**config.mk**
```make
export PLATFORM = sky130hd
export DESIGN_NAME = serial_subtractor
export DESIGN_NICKNAME = d
export VERILOG_FILES = /design/src/rtl/serial_subtractor_pkg.sv /design/src/rtl/serial_subtractor_fs.sv /design/src/rtl/serial_subtractor.sv
export SDC_FILE = /design/constraint.sdc
export NUM_CORES = 1
export LEC_CHECK = 0
export ABC_AREA = 0
export BUFFER_PORTS_ARGS = -buffer_cell sky130_fd_sc_hd__buf_2
export CORE_MARGIN = 2
export CORE_UTILIZATION = 41
export CTS_CLUSTER_SIZE = 8
export DETAILED_ROUTE_END_ITERATION = 7
export GPL_TIMING_DRIVEN = 0
export PLACE_DENSITY_LB_ADDON = 0.1
export SLEW_MARGIN = 10
export SYNTH_ARGS = -nofsm -noshare
export SYNTH_HDL_FRONTEND = slang
export SYNTH_HIERARCHICAL = 1
export SYNTH_SLANG_ARGS = --single-unit
export TNS_END_PERCENT = 5
```
**constraint.sdc**
```tcl
create_clock -name clk -period 1.84 [get_ports clk]
set_clock_uncertainty 0.2 [all_clocks]
set_input_delay 0.368 -clock clk [delete_from_list [all_inputs] [get_ports clk]]
set_output_delay 0.368 -clock clk [all_outputs]
set_load 0.05 [all_outputs]
```
**src/rtl/serial_subtractor_pkg.sv**
```systemverilog
// Shared definitions for the bit-serial subtractor: FSM encoding and default width.
package serial_sub_pkg;
    localparam int SERIAL_SUB_WIDTH = 8;

    // Encoding 2'd3 is unused; the FSM treats it exactly like IDLE.
    typedef enum logic [1:0] {
        IDLE  = 2'd0,
        SHIFT = 2'd1,
        DONE  = 2'd2
    } state_t;
endpackage

```
**src/rtl/serial_subtractor_fs.sv**
```systemverilog
// One-bit full-subtractor cell: diff = a - b - c, bo = borrow out.
module fs (
    input  logic a,
    input  logic b,
    input  logic c,
    output logic diff,
    output logic bo
);
    assign diff = a ^ b ^ c;
    assign bo   = (~a & (b | c)) | (b & c);
endmodule

```
**src/rtl/serial_subtractor.sv**
```systemverilog
// Bit-serial WIDTH-bit subtractor: a - b - bin, LSB first, one bit per clock,
// with valid/ready handshakes on operands and result.
module serial_subtractor
    import serial_sub_pkg::*;
#(
    parameter int WIDTH = SERIAL_SUB_WIDTH
) (
    input  logic             clk,
    input  logic             rst_n,
    input  logic             start_valid,
    output logic             start_ready,
    input  logic [WIDTH-1:0] a_in,
    input  logic [WIDTH-1:0] b_in,
    input  logic             bin,
    output logic             res_valid,
    input  logic             res_ready,
    output logic [WIDTH-1:0] diff_out,
    output logic             bout
);
    localparam int CW = $clog2(WIDTH);
    localparam logic [CW-1:0] LAST = CW'(WIDTH - 1);

    state_t           state, state_nxt;
    logic [WIDTH-1:0] a_reg, b_reg, d_reg;
    logic             brw;
    logic [CW-1:0]    cnt;
    logic             load, shift;
    logic             fs_diff, fs_bo;

    fs u_fs (
        .a    (a_reg[0]),
        .b    (b_reg[0]),
        .c    (brw),
        .diff (fs_diff),
        .bo   (fs_bo)
    );

    always_comb begin
        state_nxt   = state;
        load        = 1'b0;
        shift       = 1'b0;
        start_ready = 1'b0;
        res_valid   = 1'b0;
        case (state)
            SHIFT: begin
                shift = 1'b1;
                if (cnt == LAST) state_nxt = DONE;
            end
            DONE: begin
                res_valid = 1'b1;
                if (res_ready) state_nxt = IDLE;
            end
            default: begin
                start_ready = 1'b1;
                if (start_valid) begin
                    load      = 1'b1;
                    state_nxt = SHIFT;
                end
            end
        endcase
    end

    always_ff @(posedge clk) begin
        if (!rst_n) begin
            state <= IDLE;
            a_reg <= '0;
            b_reg <= '0;
            d_reg <= '0;
            brw   <= 1'b0;
            cnt   <= '0;
        end else begin
            state <= state_nxt;
            if (load) begin
                a_reg <= a_in;
                b_reg <= b_in;
                d_reg <= '0;
                brw   <= bin;
                cnt   <= '0;
            end else if (shift) begin
                // Difference bits enter at the MSB so bit 0 lands at D[0] after WIDTH shifts.
                d_reg <= {fs_diff, d_reg[WIDTH-1:1]};
                a_reg <= a_reg >> 1;
                b_reg <= b_reg >> 1;
                brw   <= fs_bo;
                cnt   <= cnt + 1'b1;
            end
        end
    end

    assign diff_out = d_reg;
    assign bout     = brw;
endmodule

```
Word-level counts from Yosys, hierarchy flattened --
Cells that the tools add are included.
Operators by class: equal/unequal tests 5, reductions and logical operators 5, bitwise logic cells 8, add/sub/neg operators 1, muxes and demuxes 15
Operators with widths (number):
- $mux W8 | 4
- $mux W1 | 7
- $mux W2 | 3
- $ne A2 B2 Y1 const B | 2
- $pmux W2 S2 | 1
- $reduce_or A2 Y1 | 2
- $add A3 B1 Y3 const B | 1
- $eq A3 B3 Y1 const B | 1
- $reduce_and A3 Y1 | 1
- $reduce_bool A3 Y1 | 1
- $and A1 B1 Y1 | 2
- $eq A2 B1 Y1 const B | 1
- $eq A2 B2 Y1 const B | 1
- $not A1 Y1 | 2
- $or A1 B1 Y1 | 2
- $reduce_bool A2 Y1 | 1
- $xor A1 B1 Y1 | 2
Storage, ports and cells: word-level logic and storage cells 40, flip-flop bits (word level) 30, input bits 21, output and inout port bits 11

Longest topological paths before layout --
Gate-level depths: netlist of the first run.
depth in word-level cells 5, gate-level depth with buffers 7, depth with buffers taken out 5

Modules after synthesis --
The synthesis of the first run kept the hierarchy.
By module, submodules not included:
- serial_subtractor | instances 1, sequential area each 600.6 um^2, cells an instance 133, area each 1357.6 um^2
- fs | instances 1, sequential area each 0.0 um^2, cells an instance 3, area each 27.5 um^2

Worst setup path before layout of the first run --
Ideal clock, no wire load.
kind reg-to-reg, start register state[0], end register b_reg[0], required time 1.524 ns, setup time 0.116 ns, stages on the path, launching flop included 6, path buffers 1, period minus slack after synthesis 1.988 ns, arrival time 1.671 ns, setup slack -0.148 ns, path through dfxtp_1 > inv_1 > ha_1 > nand2_1 > clkbuf_1 > o211a_1
Between the ends: word-level cells in the longest chain between the ends 4, elaborated cells on any way between the ends 7, those cells by class 2 x eq/ne; 3 x mux; 2 x reduce/logical
Ends and longest elaborated chain:
- start, declared | line serial_subtractor.sv:23 | state_t state, state_nxt;
- start signal, assigned | line serial_subtractor.sv:72 | state <= state_nxt;
- $eq A2 B2 Y1 or $eq A2 B1 Y1 (tied branches) | line serial_subtractor.sv:44 | case (state)
- $reduce_or A2 Y1 (no source line)
- $mux W1 | line serial_subtractor.sv:44
- $mux W8 or $reduce_bool A2 Y1 (tied branches)
- end signal, assigned | line serial_subtractor.sv:75 | b_reg <= b_in;
- end signal, assigned | line serial_subtractor.sv:83 | b_reg <= b_reg >> 1;
- end, declared | line serial_subtractor.sv:24 | logic [WIDTH-1:0] a_reg, b_reg, d_reg;
Parallel ways exist; a longest one is shown, timed or not. A chain may end at the register's enable or synchronous reset.

Worst setup path in the final report of the first run --
start register state[0], end output port start_ready
Between the ends: word-level cells in the longest chain between the ends 3, elaborated cells on any way between the ends 4, those cells by class 2 x eq/ne; 1 x mux; 1 x reduce/logical
Ends and longest elaborated chain:
- $eq A2 B2 Y1 or $eq A2 B1 Y1 (tied branches) | line serial_subtractor.sv:44
- $reduce_or A2 Y1 (no source line) (*)
- $mux W1 (*) | line serial_subtractor.sv:44
- end, declared | line serial_subtractor.sv:11 | output logic start_ready,
Every way passes the cells marked *; elsewhere a longest branch is shown, timed or not.

==> impl_results.md, run 1 <==
* Pre-CTS setup slack at -48.5 ps
* Hold crit path type: primary input to flop
* Remaining global-route overflow at 0
* CP peak stage delay at 370 ps
* Top cells by area, synth: dfxtp_1, mux2i_1, o211a_1
* Post-Syn Area per Cell at 10.2 um^2
* Vias in the first global route at 1,023
* Final Non-Filler Cells at 221
* Nets at 202
* Critical path type: flop to output port
* Fmax at 0.573 GHz
* Ys flop type: dfxtp_1
* Drt first pass iters at 3
* Setup ws final at 95.2 ps
* Critical Path Fanout Max at 5
* Minimum clock period at 1740 ps
* Setup crit start kind: flop
* Residual DRC at 0
* Total GRT Usage at 14.1%
* Core Util, Final at ~53%
* Commonest cells post-synth: dfxtp_1, mux2i_1, nand2_1, o211a_1, nor2_1
* DPL Wire Length at 1880 um
* FF+latch count, synth at 30
* Share of the synthesized area in the top cell type at between 40% and 50%
* N_diodes at 0
* Die height at ~62 um
* Yosys warnings at 6
* Core Box Area at 3280 um^2
* Placed insts at 213
* DR vias/cell at ~4.7
* # Max-Cap Violations at 0
* Yosys cell types at 19
* Rel. slew slack at 72.3%
* Worst Max-Slew Pin Slew at roughly 420 ps
* Largest net degree at the start of global routing at 11
* Slew Viols, Final at 0
* Fraction of registers with async set/reset at 0%
* Pwr per Cell Area at approximately 1600 nW/um^2
* Synthesized net count at 164
* Clk_lat worst skew at 320 ps
* CTS tree: yes
* Buffers on Ports at 31
* LEAKAGE at 0.893 nW
* Syn-to-layout area delta at 25.7%
* Setup TNS Final at 0 ps
* Synth area leader: dfxtp_1
* Cell with the largest stage delay on the worst path: dfxtp_4
* Num ports at 32
* Number of cell rows at 21
* Post-CTS Setup Inserts at 0
* Die area at 3860 um^2
* Worst setup EP type: output port
* Placer congestion estimate at 0.713
* Root Driver: clkbuf_4
* Fraction of layout instances using a drive strength above 1 at 28.6%
* Post-synthesis sequential area ratio at 43.4%
* Cells after synthesis at 136
* Most used standard cell by instance count after synthesis: dfxtp_1
* Iteration-0 DRC count of the detailed router at 30
* First-pass GRT wire length at approximately 4200 um
* Die X-Extent at 62.1 um
* Initial core utilization at 42.2%
* Critical Path AT at 1180 ps
* H-Tree Depth at 2
* Routed WL at around 2500 um
* Crit-path cells: inv_2, ha_4, buf_8
* Hold Buf Count CTS at 0
* Fin. Hold Viols at 0
* Post-route ant nets at 0
* CTS Buf Count at 5
* Clock Tree Buf Depth at 2
* Outcome: finished, final reports clean
* Worst VDD drop at 0.766 mV
* Avg WL per Cell at between 10 and 15 um
* Post-Synthesis Cell Area at between 1000 and 1500 um^2
* Overall Power at around 2.7 mW
* CTS sink count at 30
* Required @ worst endpoint at 1270 ps
* Vias at 1,048
* Final setup fails at 0
* CTS clk-pin slew, worst paths at approximately 100 ps
* RSZ-0062 raised after global routing: false
* Post-synth EDFFs at 0
* Tcrit/Tclk final at 94.8%
* Antenna violations before repair at 0
==> power breakdown <==
group | switching, mW | internal, mW | total (mW)
clock network | 0.226 | 0.460 | 0.687
logic | 0.613 | 0.519 | 1.13
registers | 0.103 | 0.809 | 0.912
total | 0.942 | 1.79 | 2.73
==> layout by cell type (no fill, tap or decap), types with 3 or more instances in the layout <==
cell,n
nand2_1,21
clkbuf_4,5
nor2_1,11
o211a_1,15
inv_1,4
dfxtp_1,29
mux2i_1,26
clkbuf_1,3
nand3_1,4
ha_1,5
buf_2,30
==> what timing repair did <==
item	in CTS	in global routing
setup endpoints to repair	16	16
resized for setup	6	6
pin swaps	0	1
hold endpoints to repair	0	0
==> layer usage <==
layer | track usage [%] | part of all wire [%]
met5 | 0 | 0
met4 | 7.50 | 1.7
met2 | 25.3 | 50
met3 | 4.17 | 4.2
met1 | 14.8 | 44
==> worst paths after layout <==
kind / cells after the start / from / slack [ps] / endpoint
setup / recovery: 3 / state[0]$_SDFFE_PN0P_ / 100 / start_ready
hold / removal: 2 / bin / 70 / bout$_SDFFE_PN0P_
setup reg to reg: 7 / state[1]$_SDFFE_PN0P_ / 130 / a_reg[4]$_SDFFE_PN0P_
hold reg to reg: 2 / state[0]$_SDFFE_PN0P_ / 300 / state[0]$_SDFFE_PN0P_
==> metrics by stage <==
step	hold slack (ps)	area [um^2]
global placement	272	1600
finish	73.4	1740
floorplan	265	1390
global route	41.9	1740
detailed placement	296	1600
CTS	58.2	1730
==> worst max-delay path: cells and delay by family, from the launching register on <==
family,cells,cell delay (ps)
flops,1,370
buf+inv,2,190
fa+ha+maj,1,290
==> layout make-up <==
class,instances,area (um^2)
fillers,312,1540
multi-input cells,91,721
flip-flops and latches,30,604
repair buffers,31,168
clock inverters,2,60.1
well taps,46,57.6
plain buffers,9,56.3
clock buffers,6,51.3
inverters,6,22.5
==> kinds of logic after synthesis <==
| group | synth area share (%) |
|---|---|
| DFF | 43.4 |
| buffers and inverters | 5.51 |
| and+or+nand+nor | 10.6 |
| xor gates and xnor gates | 0.632 |
| AOI/OAI and AO/OA | 14.3 |
| muxes | 18.8 |
| adders and majority gates | 6.87 |
No activity file was read; power rests on OpenSTA's default activity.
==> run 2, diff against run 1 <==
- CELL_PAD_IN_SITES_DETAIL_PLACEMENT: not set -> 1
- CELL_PAD_IN_SITES_GLOBAL_PLACEMENT: not set -> 1
- CORE_UTILIZATION: 41 -> 40
==> run 2 against run 1 <==
Sequential cell count unchanged. Power is 9.5% lower. Final cell count did not move. Via count increased by 4.0%. Register-to-register slack hardly changed. First-iteration DRC count down 23%. Routed wire length up 12%. Design area decreased by 2.7%. Worst setup slack got worse by 65 ps. Utilization decreased by 2.2 points. Largest cell class unchanged. Largest power group unchanged.
==> impl_results.md, run 2 (synthesized netlist as in run 1, its figures left out) <==
* Final setup fails at 0 (unchanged)
* Initial core utilization at 41.5% (-0.66 points)
* Commonest non-fill, non-tap cell in the layout: buf_2
* Required @ worst endpoint at 1270 ps (about the same)
* DPL Wire Length at 2120 um (+13%)
* Pwr per Cell Area at 1460 nW/um^2 (-7.0%)
* Placer congestion estimate at 0.701 (-1.7%)
* Die X-Extent at 62.8 um (+1.2%)
* Hold Buf Count CTS at 0 (unchanged)
* Remaining global-route overflow at 0 (unchanged)
* Rel. slew slack at 69.6% (-2.8 points)
* Setup crit start kind: flop
* Routed WL at 2810 um (+12%)
* Fin. Hold Viols at 0 (unchanged)
* Cell with the largest stage delay on the worst path: dfxtp_4
* First-pass GRT wire length at 4940 um (+18%)
* Fmax at 0.553 GHz (-3.6%)
* Worst setup EP type: output port
* Nets at 202 (unchanged)
* Core Box Area at 3340 um^2 (+1.6%)
* Num ports at 32 (unchanged)
* CTS clk-pin slew, worst paths at 90 ps (about the same)
* # Max-Cap Violations at 0 (unchanged)
* Setup TNS Final at 0 ps (unchanged)
* Critical path type: flop to output port
* Worst Max-Slew Pin Slew at 457 ps (+41.5 ps)
* Setup ws final at 30.5 ps (-64.7 ps)
* Clock Tree Buf Depth at 2 (unchanged)
* Tcrit/Tclk final at 98.3% (+3.5 points)
* DR vias/cell at 4.93 (+4.0%)
* Vias in the first global route at 1,131 (+11%)
* Die area at 3950 um^2 (+2.3%)
* Root Driver: clkbuf_4
* Clk_lat worst skew at 330 ps (about the same)
* Min Hold Slack at 74.8 ps (+1.33 ps)
* CTS sink count at 30 (unchanged)
* Buffers on Ports at 31 (unchanged)
* Number of cell rows at 21 (unchanged)
* Residual DRC at 0 (unchanged)
* Critical Path Fanout Max at 5 (unchanged)
* Pre-CTS setup slack at -141 ps (-92.2 ps)
* Vias at 1,090 (+4.0%)
* Outcome: finished, final reports clean
* Crit path max-delay family: flip-flops
* Multi-input logic area at 721 um^2 (unchanged)
* Most frequent cells in the layout: buf_2, dfxtp_1, mux2i_1
* H-Tree Depth at 2 (unchanged)
* Iteration-0 DRC count of the detailed router at 23 (-23%)
* N_diodes at 0 (unchanged)
* Syn-to-layout area delta at 22.3%
* Total GRT Usage at 16.1% (+2.0 points)
* Post-CTS Setup Inserts at 0 (unchanged)
* RSZ-0062 raised after global routing: true
* Minimum clock period at 1810 ps (+64.7 ps)
* Die height at 62.8 um (+1.2%)
* CTS tree: yes
* Drt first pass iters at 4 (+1)
* Hold crit path type: primary input to flop
* FF/Latch Area at 604 um^2 (unchanged)
* Crit-path cells: inv_1, ha_4, buf_8
* Fraction of layout instances using a drive strength above 1 at 28.0% (-0.57 points)
* LEAKAGE at 0.874 nW (-2.2%)
* Slew Viols, Final at 0 (unchanged)
* Filler cell count in the final layout at 405 (+30%)
* CP bufs+invs at 2 (unchanged)
* Avg WL per Cell at 12.7 um (+12%)
* CTS Buf Count at 5 (unchanged)
* Worst VDD drop at 0.594 mV (-22%)
* CP peak stage delay at 370 ps (about the same)
* Largest net degree at the start of global routing at 11 (unchanged)
* Antenna violations before repair at 0 (unchanged)
* Post-route ant nets at 0 (unchanged)
* Critical Path AT at 1240 ps (+60 ps)
-- run 2: layout make-up --
cell class	instances	area share [%]
Clock inverter	1	0.295
Timing Repair Buffer	31	10.1
Multi-Input combinational cell	91	42.5
Inverter	6	1.33
Tap cell	46	3.40
Sequential cell	30	35.7
Buffer	9	3.40
Clock buffer	7	3.25
-- run 2: power by group --
group / internal [mW] / switching (mW) / total [mW]
clock: 0.185 / 0.224 / 0.409
sequential: 0.809 / 0.0960 / 0.905
combinational: 0.528 / 0.629 / 1.16
-- run 2: worst paths after layout --
check | from | endpoint | slack [ps] | cells past startpoint
hold / removal | a_in[4] | a_reg[4]$_SDFFE_PN0P_ | 70 | 2
setup / recovery | state[0]$_SDFFE_PN0P_ | start_ready | 30 | 3
hold reg to reg | state[0]$_SDFFE_PN0P_ | state[0]$_SDFFE_PN0P_ | 310 | 2
setup reg to reg | state[1]$_SDFFE_PN0P_ | b_reg[5]$_SDFFE_PN0P_ | 130 | 7
-- run 2: per-layer routing --
layer  part of all wire [%]  track usage (%)  routed length (um)
met5                      0                0                   0
met2                     51             28.0                1440
met1                     42             17.2                1170
met4                    1.8             5.83                  51
met3                    5.3             7.03                 150
-- run 2: repair_timing --
item                                   in CTS  in global routing
resized for setup                           7                  6
pin swaps                                   0                  0
setup endpoints to repair                  17                 17
endpoints found under the hold margin       0                  0
-- run 2: through the flow --
step                cells  utilization [%]  total power [mW]  cell area, um^2
floorplan             136                -              1.79             1390
global placement      213             48.0              1.96             1600
detailed placement    213             48.0              2.01             1600
CTS                   221             50.5              2.50             1690
global route          221             50.8              2.67             1690
finish                221             50.8              2.47             1690
